## src/rtl/morse_message_sequencer.sv

```systemverilog
// Morse message sequencer: buffers up to DEPTH letter codes, then plays them
// back one at a time to a Morse encoder with GAP_CYCLES idle clocks between
// letters.
// Optional feature macro: MORSE_SEQ_REPEAT_EN -- loop the message until abort.
module morse_message_sequencer #(
  parameter int unsigned DEPTH      = 8,
  parameter int unsigned GAP_CYCLES = 150000000
) (
  input  logic                     clock,
  input  logic                     reset_n,
  input  logic                     push,
  input  logic [2:0]               letter_in,
  input  logic                     start_msg,
  input  logic                     abort,
  input  logic                     enc_done,
  output logic [2:0]               enc_letter,
  output logic                     enc_start,
  output logic [$clog2(DEPTH):0]   count,
  output logic                     full,
  output logic                     busy,
  output logic                     msg_done
);

  localparam int unsigned IW = $clog2(DEPTH);
  localparam int unsigned CW = IW + 1;
  localparam int unsigned GW = $clog2(GAP_CYCLES + 1);

  localparam logic [1:0] IDLE      = 2'd0;
  localparam logic [1:0] ISSUE     = 2'd1;
  localparam logic [1:0] WAIT_DONE = 2'd2;
  localparam logic [1:0] GAP       = 2'd3;

  localparam logic [GW-1:0] GAP_LOAD = GW'(GAP_CYCLES - 1);
  localparam logic [CW-1:0] DEPTH_C  = CW'(DEPTH);

  logic [1:0]    state;
  logic [1:0]    state_nxt;
  logic [IW-1:0] rd_idx;
  logic [GW-1:0] gap_cnt;
  logic [2:0]    msg_buf [DEPTH];

  logic do_push;
  logic do_start;
  logic done_evt;
  logic last;
  logic gap_zero;

  assign do_push   = (state == IDLE) && push && !full && !start_msg && !abort;
  assign do_start  = (state == IDLE) && start_msg && (count != '0) && !abort;
  assign done_evt  = (state == WAIT_DONE) && enc_done && !abort;
  assign last      = ({1'b0, rd_idx} + CW'(1)) == count;
  assign gap_zero  = (gap_cnt == '0);

  assign enc_start = (state == ISSUE) && !abort;
  assign msg_done  = done_evt && last;
  assign busy      = (state != IDLE);
  assign full      = (count == DEPTH_C);

  // Next-state decode; abort overrides every other event
  always_comb begin
    state_nxt = state;
    case (state)
      IDLE:      if (do_start) state_nxt = ISSUE;
      ISSUE:     state_nxt = WAIT_DONE;
      WAIT_DONE: begin
        if (done_evt) begin
`ifdef MORSE_SEQ_REPEAT_EN
          state_nxt = GAP;
`else
          state_nxt = last ? IDLE : GAP;
`endif
        end
      end
      GAP:       if (gap_zero) state_nxt = ISSUE;
      default:   state_nxt = IDLE;
    endcase
    if (abort) state_nxt = IDLE;
  end

  // State register
  always_ff @(posedge clock or negedge reset_n) begin
    if (!reset_n) state <= IDLE;
    else          state <= state_nxt;
  end

  // Letter count: grows on accepted pushes, cleared by abort or end of message
  always_ff @(posedge clock or negedge reset_n) begin
    if (!reset_n)     count <= '0;
    else if (abort)   count <= '0;
    else if (do_push) count <= count + CW'(1);
`ifndef MORSE_SEQ_REPEAT_EN
    else if (done_evt && last) count <= '0;
`endif
  end

  // Read index: held at 0 in IDLE, advances on each completed letter
  always_ff @(posedge clock or negedge reset_n) begin
    if (!reset_n)                      rd_idx <= '0;
    else if (abort || state == IDLE)   rd_idx <= '0;
    else if (done_evt)                 rd_idx <= last ? '0 : rd_idx + IW'(1);
  end

  // Inter-letter gap counter: loaded on enc_done, counts down to 0 in GAP
  always_ff @(posedge clock or negedge reset_n) begin
    if (!reset_n)                        gap_cnt <= '0;
    else if (abort)                      gap_cnt <= '0;
    else if (done_evt)                   gap_cnt <= GAP_LOAD;
    else if (state == GAP && !gap_zero)  gap_cnt <= gap_cnt - GW'(1);
  end

  // Letter presented to the encoder, latched on entry to ISSUE so it is
  // stable for the whole ISSUE/WAIT_DONE span
  always_ff @(posedge clock or negedge reset_n) begin
    if (!reset_n)                                 enc_letter <= '0;
    else if (do_start)                            enc_letter <= msg_buf[0];
    else if (state == GAP && gap_zero && !abort)  enc_letter <= msg_buf[rd_idx];
  end

  // Message storage (not reset; only readable while count > 0)
  always_ff @(posedge clock) begin
    if (do_push) msg_buf[count[IW-1:0]] <= letter_in;
  end

endmodule

```

## config.mk

```make
export PLATFORM = sky130hd
export DESIGN_NAME = morse_message_sequencer
export DESIGN_NICKNAME = d
export VERILOG_FILES = /design/src/rtl/morse_message_sequencer.sv
export SDC_FILE = /design/constraint.sdc
export NUM_CORES = 1
export LEC_CHECK = 0
export ABC_AREA = 1
export CAP_MARGIN = 20
export CELL_PAD_IN_SITES_DETAIL_PLACEMENT = 1
export CELL_PAD_IN_SITES_GLOBAL_PLACEMENT = 2
export CORE_MARGIN = 1.5
export CORE_UTILIZATION = 36
export CTS_CLUSTER_DIAMETER = 100
export DETAILED_ROUTE_END_ITERATION = 10
export GPL_TIMING_DRIVEN = 0
export HOLD_SLACK_MARGIN = 0.12
export PLACE_DENSITY = 0.79
export SYNTH_ARGS = -nofsm -noshare
export SYNTH_HDL_FRONTEND = slang
export SYNTH_SLANG_ARGS = --single-unit
```

## constraint.sdc

```tcl
create_clock -name clock -period 2.4 [get_ports clock]
set_clock_uncertainty 0.15 [all_clocks]
set_input_delay 0.72 -clock clock [delete_from_list [all_inputs] [get_ports clock]]
set_output_delay 0.72 -clock clock [all_outputs]
set_load 0.005 [all_outputs]
```

==> impl_results.md, run 1 <==
* N_diodes at 0
* Share of post-route cells with drive strength above 1 at 0.161
* WP data required at 1.53 ns
* Yosys top cell by area: dfrtp_1
* Syn Nets at 516
* Leak at 2.11 nW
* Initial antenna violation count at 0
* Max cap viols at 0
* Fin area at 4650 sq um
* Ports at 20
* Tcrit/Tclk final at 1.05
* Final worst hold slack at 0.120 ns
* Post-route DRC violation count at 0
* Place WS at -1.01 ns
* CP arrival at 1.65 ns
* Clock latency on the worst-skew pair at 0.37 ns
* Total power at 4.89 mW
* Register area share after synthesis at 0.454
* 1st-pass router iterations at 4
* GPL Wtd Cong at 0.805
* Flops & latches, synth at 64
* Most common cell in the netlist: nand2_1
* CTS tree: yes
* Port Buffer Count at 19
* CP peak stage delay at 0.44 ns
* Final worst slack at -0.120 ns
* Synth Cell Area at 3790 sq um
* Critical path's top delay family: flip-flops
* Buf/Inv on CP at 2
* Number of synthesized flops with an enable pin at 24
* Clk buf depth at 2
* Clock sinks at 64
* Hold_buf cts at 0
* P&R area growth vs syn at 22.8%
* Period minus WS final at 2.52 ns
* Hpwl dp at 8540 um
* Critical Path Fanout Max at 3
* Post-DRT Antenna Nets at 0
* 1st-iter DRT viols at 146
* Library cells used by synthesis at 33
* Fin. Hold Viols at 0
* Die area at 11100 sq um
* Number of global-route vias before repair at 3615
* Hold Path Class: input port to async pin
* Starting Density at 0.369
* Post-synth top flop: dfrtp_1
* Vias per inst at 5.08
* Pwr dens at 1050 nW/um^2
* # rows at 37
* FMAX at 397 MHz
* Worst-Margin Slew at 0.569 ns
* H-Tree Depth at 3
* YS warnings at 0
* Violated checks: setup timing
* Nets at 567
* Worst Setup End Kind: output pin
* Final wirelength at 11900 um
* Status: finished, violations left
* Total GRT Usage at 0.228
* Vias after detailed routing at 3502
* # setup viols final at 1
* Asr flop ratio synth at 0.625
* Cells after Synth at 498
* Max-slew headroom at 0.620
* Gr ovfl total at 0
* DR WL/cell at 17.3 um
* Final core occ at 0.453
* Worst Setup Start Kind: register
* Max-slew violations at 0
* Root Buffer: clkbuf_8
* Largest net degree at the start of global routing at 27
* CP max-delay cell: dfrtp_1
* Fillers at 1298
* First-pass GRT wire length at 19300 um
* Die Y-Extent at 106 um
* Synth top area share at 0.264
* Core box area at 10300 sq um
* RSZ-0062 raised after global routing: yes
* Post-DP Area at 4160 sq um
* VDD IR max at 0.000434 V
* Cell chain of the critical path: ha_4 -> xor2_1 -> nor2_1 -> nand4_1 -> inv_1 -> buf_2
* CP Class: register to output pin
* Chip width at 106 um
* Syn Area/Cell at 7.61 sq um
* CTS buffer count at 9
* Clock-pin slew on the worst setup and hold paths at 0.08 ns
* Largest cells by area after synthesis: dfrtp_1 26%, edfxtp_1 19%, nand2_1 12%
* Post-synth top cells: 120 x nand2_1, 86 x nor2_1, 56 x inv_1
==> cell type report <==
type / count / area, sq um / area share
multi-input cells: 363 / 1870 / 0.403
flip-flops and latches: 64 / 1730 / 0.371
repair buffers: 40 / 343 / 0.0737
inverters: 58 / 220 / 0.0473
well taps: 136 / 170 / 0.0366
clock buffers: 10 / 128 / 0.0274
plain buffers: 13 / 105 / 0.0226
clock inverters: 6 / 85.1 / 0.0183
==> through the flow <==
step	setup TNS, ns	instances
6_report	-0.120	690
5_1_grt	-0.202	690
4_1_cts	-0.204	684
3_5_place_dp	-32.37	654
3_3_place_gp	-67.99	653
2_1_floorplan	0	498
==> path summary, 6_finish.rpt <==
path,end,cells after the start,start,slack (ns)
min in group clock,gap_cnt[10]$_DFFE_PN0P_,2,gap_cnt[10]$_DFFE_PN0P_,0.41
max in group asynchronous,count[1]$_DFFE_PN0P_,2,reset_n,1.46
hold reg to reg,gap_cnt[10]$_DFFE_PN0P_,2,gap_cnt[10]$_DFFE_PN0P_,0.41
setup / recovery,msg_done,6,rd_idx[1]$_DFFE_PN0P_,-0.12
setup reg to reg,gap_cnt[23]$_DFFE_PN0P_,9,gap_cnt[0]$_DFFE_PN0P_,0.19
hold / removal,enc_letter[2]$_DFFE_PN0P_,1,reset_n,0.12
==> layer usage <==
layer  global-route usage  share of wire  up-vias
met5                    0              0        -
met4               0.0811          0.011        0
met3               0.0241          0.028        9
met2                0.342           0.45       42
met1                0.341           0.51     1734
li1                     -              -     1717
==> cell families (layout without fill, tap and decap cells) <==
kind of cell               Yosys count  after routing  synth area share
AOI/OAI and AO/OA                   71             71             0.108
buffers and inverters               71            127            0.0789
xor gates and xnor gates            10             10            0.0231
DFF                                 64             64             0.454
and+or+nand+nor                    273            273             0.305
adders and majority gates            9              9            0.0297
==> layout by cell type, fill, tap and decap left out, types with 2 or more instances in the layout <==
cell,n
o211ai_2,2
ha_2,2
o22ai_1,2
xor2_1,7
nor2_4,4
clkbuf_8,9
xnor2_1,2
o21ai_0,32
o21bai_1,2
nand3_1,37
dfrtp_1,37
o21ai_1,15
nand2_2,7
nor3_2,4
buf_4,22
o211ai_1,7
clkinv_2,2
clkinvlp_4,2
buf_6,6
nor2_1,82
dlygate4sd2_1,3
inv_2,3
edfxtp_1,24
nor3_1,3
clkbuf_1,2
nand2_1,116
buf_2,5
dfrtp_2,3
or2_0,3
a21oi_1,9
clkdlybuf4s50_1,12
ha_1,6
nand4_1,9
inv_1,53
nor2_2,5
bufinv_16,2
==> power breakdown <==
group / switching [mW] / internal [mW]
combinational: 1.53 / 0.809
sequential: 0.173 / 1.31
clock: 0.490 / 0.582
==> state kept, by name, summed over array words and instances, names as in the netlist <==
register    flops
rd_idx          3
count           4
gap_cnt        28
msg_buf        24
enc_letter      3
state           2
==> what timing repair did <==
item	CTS	global route
pin swaps	6	4
gates resized for setup	37	22
endpoints found under the hold margin	0	0
setup endpoints to repair	48	36
setup buffers	14	6
Note: power is estimated with default switching activity, not from simulation.
==> inputs of run 2 (changes only) <==
--- a/config.mk
+++ b/config.mk
@@ -10,12 +10,12 @@
 export CELL_PAD_IN_SITES_DETAIL_PLACEMENT = 1
 export CELL_PAD_IN_SITES_GLOBAL_PLACEMENT = 2
 export CORE_MARGIN = 1.5
-export CORE_UTILIZATION = 36
+export CORE_UTILIZATION = 38
 export CTS_CLUSTER_DIAMETER = 100
 export DETAILED_ROUTE_END_ITERATION = 10
 export GPL_TIMING_DRIVEN = 0
 export HOLD_SLACK_MARGIN = 0.12
-export PLACE_DENSITY = 0.79
+export PLACE_DENSITY = 0.83
 export SYNTH_ARGS = -nofsm -noshare
 export SYNTH_HDL_FRONTEND = slang
 export SYNTH_SLANG_ARGS = --single-unit
==> constraint.sdc (replaced) <==
create_clock -name clock -period 3.26 [get_ports clock]
set_clock_uncertainty 0.15 [all_clocks]
set_input_delay 0.978 -clock clock [delete_from_list [all_inputs] [get_ports clock]]
set_output_delay 0.978 -clock clock [all_outputs]
set_load 0.005 [all_outputs]
==> run 2 against run 1 <==
Net effect: the run now ends clean; total power is 29% lower; worst setup slack better by 0.24 ns; clock power is 34% lower; critical path depth is 1 lower; global-route usage is 0.39 points higher; hold slack better by 0.20 ns; sequential power is 26% lower; wire length is 6.2% lower; sequential cell count stayed put; first-iteration DRC count is 4.1% higher; highest routed layer unchanged.
==> impl_results.md, run 2 (synthesis gave the netlist of run 1 again) <==
* Root Buffer: clkbuf_8 (unchanged)
* Worst-Margin Slew at 0.644 ns (was 0.569 ns)
* H-Tree Depth at 3 (unchanged)
* Max cap viols at 0 (unchanged)
* Max-slew violations at 0 (unchanged)
* FF-to-FF Start: state[0]$_DFFE_PN0P_ (was gap_cnt[0]$_DFFE_PN0P_)
* Most common cell after layout, fill and taps aside: nand2_1 (unchanged)
* WP data required at 2.13 ns (was 1.53 ns)
* CTS buffer count at 9 (unchanged)
* CP arrival at 2.01 ns (was 1.65 ns)
* 1st-pass router iterations at 4 (unchanged)
* Clock sinks at 64 (unchanged)
* VDD IR max at 0.000291 V (was 0.000434 V)
* Die Y-Extent at 103 um (was 106 um)
* Vias per inst at 5.17 (was 5.08)
* Total GRT Usage at 0.232 (was 0.228)
* Worst Setup Start Kind: register (unchanged)
* Max-slew headroom at 0.570 (was 0.620)
* Dpl cells at 651 (was 654)
* Gr ovfl total at 0 (unchanged)
* Post-route DRC violation count at 0 (unchanged)
* Status: finished clean (was finished, violations left)
* Fin area at 4380 sq um (was 4650 sq um)
* Vias after detailed routing at 3458 (was 3502)
* Area taken by multi-input logic gates at 1780 sq um (was 1870 sq um)
* Core box area at 9730 sq um (was 10300 sq um)
* Pwr dens at 788 nW/um^2 (was 1050 nW/um^2)
* 1st-iter DRT viols at 152 (was 146)
* Final non-filler cell total at 669 (was 690)
* Period minus WS final at 3.14 ns
* Share of post-route cells with drive strength above 1 at 0.0858 (was 0.161)
* N_diodes at 0 (unchanged)
* Final worst hold slack at 0.323 ns (was 0.120 ns)
* FMAX at 319 MHz
* Clk buf depth at 2 (unchanged)
* Fin. Hold Viols at 0 (unchanged)
* Largest net degree at the start of global routing at 35 (was 27)
* Most frequent cells in the layout: 119 x nand2_1, 85 x nor2_1, 56 x inv_1 (was 116 x nand2_1, 82 x nor2_1, 53 x inv_1)
* Crit. Startpoint: count[1]$_DFFE_PN0P_ (was rd_idx[1]$_DFFE_PN0P_)
* Register bank with the most flops: gap_cnt (unchanged)
* Starting Density at 0.389 (was 0.369)
* Post-DRT Antenna Nets at 0 (unchanged)
* CP Class: register to output pin (unchanged)
* Die area at 10600 sq um (was 11100 sq um)
* Tcrit/Tclk final at 0.962
* Hpwl dp at 8510 um (was 8540 um)
* Clock latency on the worst-skew pair at 0.36 ns (was 0.37 ns)
* Max reg flops at 28 (unchanged)
* Port Buffer Count at 19 (unchanged)
* Seq. cell area at 1720 sq um (was 1730 sq um)
* Final wirelength at 11200 um (was 11900 um)
* # rows at 36 (was 37)
* Ports at 20 (unchanged)
* CTS tree: yes (unchanged)
* Number of global-route vias before repair at 3500 (was 3615)
* Clock-pin slew on the worst setup and hold paths at 0.09 ns (was 0.08 ns)
* Post-DP Area at 4160 sq um (about the same)
* Leak at 1.99 nW (was 2.11 nW)
* Total power at 3.45 mW (was 4.89 mW)
* DR WL/cell at 16.7 um (was 17.3 um)
* Fillers at 1240 (was 1298)
* Initial antenna violation count at 0 (unchanged)
* Hold Path Class: input port to async pin (unchanged)
* Chip width at 103 um (was 106 um)
* CP peak stage delay at 0.53 ns (was 0.44 ns)
* P&R area growth vs syn at 15.7% (was 22.8%)
* Cell chain of the critical path: inv_1 -> ha_1 -> nand2_1 -> nor2_1 -> clkdlybuf4s50_1 (was ha_4 -> xor2_1 -> nor2_1 -> nand4_1 -> inv_1 -> buf_2)
* GPL Wtd Cong at 0.833 (was 0.805)
* CP max-delay cell: clkdlybuf4s50_1 (was dfrtp_1)
* # setup viols final at 0 (was 1)
* RSZ-0062 raised after global routing: no (was yes)
* First-pass GRT wire length at 18200 um (was 19300 um)
* Worst Setup End Kind: output pin (unchanged)
* Nets at 549 (was 567)
* Critical Path Fanout Max at 7 (was 3)
-- run 2: cell type report --
type,count,area share
inverter,58,0.0497
timing repair buffer,22,0.0500
clock buffer,10,0.0291
clock inverter,6,0.0160
multi-input combinational,363,0.406
sequential,64,0.393
buffer,13,0.0186
tap,133,0.0380
-- run 2: per-layer routing --
metal  vias up  routed length (um)  share of wire  GRT usage
li1       1687                   -              -          -
met1      1710                5850           0.52      0.356
met2        51                4820           0.43      0.334
met3        10                 366          0.033     0.0271
met4         0                 161          0.014     0.0884
met5         -                   0              0          0
-- run 2: where the power goes --
part,internal [mW],switching (mW),leakage (nW)
Clock,0.357,0.352,0.0891
Combinational,0.554,1.09,1.15
Sequential,0.961,0.134,0.758
Total,1.87,1.58,1.99
-- run 2: worst paths after layout --
path	end	slack, ns	cells past startpoint
max	full	0.12	5
min	enc_letter[2]$_DFFE_PN0P_	0.32	1
max reg2reg	msg_buf[0][0]$_DFFE_PP_	0.59	6
min reg2reg	gap_cnt[26]$_DFFE_PN0P_	0.38	2
max in group asynchronous	gap_cnt[8]$_DFFE_PN0P_	2.14	2
min in group clock	gap_cnt[26]$_DFFE_PN0P_	0.38	2
-- run 2: what timing repair did --
action                     in CTS  in global routing
setup endpoints to repair       2                  0
hold endpoints to repair        0                  0
setup buffers                   2                  0
resized for setup               8                  0
hold buffers                    0                  0
-- run 2: metrics by stage --
stage	util	setup slack [ns]	TNS (ns)
4_1_cts	0.450	0.107	0
5_1_grt	0.450	0.0146	0
6_report	0.450	0.124	0
2_1_floorplan	-	0.630	0
3_3_place_gp	0.426	-0.753	-13.85
3_5_place_dp	0.428	-0.703	-1.91
-- run 2: critical path, delay by kind of cell (launching register included) --
kind	cells	cell delay [ns]
adders and majority gates	1	0.20
buffers and inverters	2	0.74
DFF	1	0.48
and+or+nand+nor	2	0.23
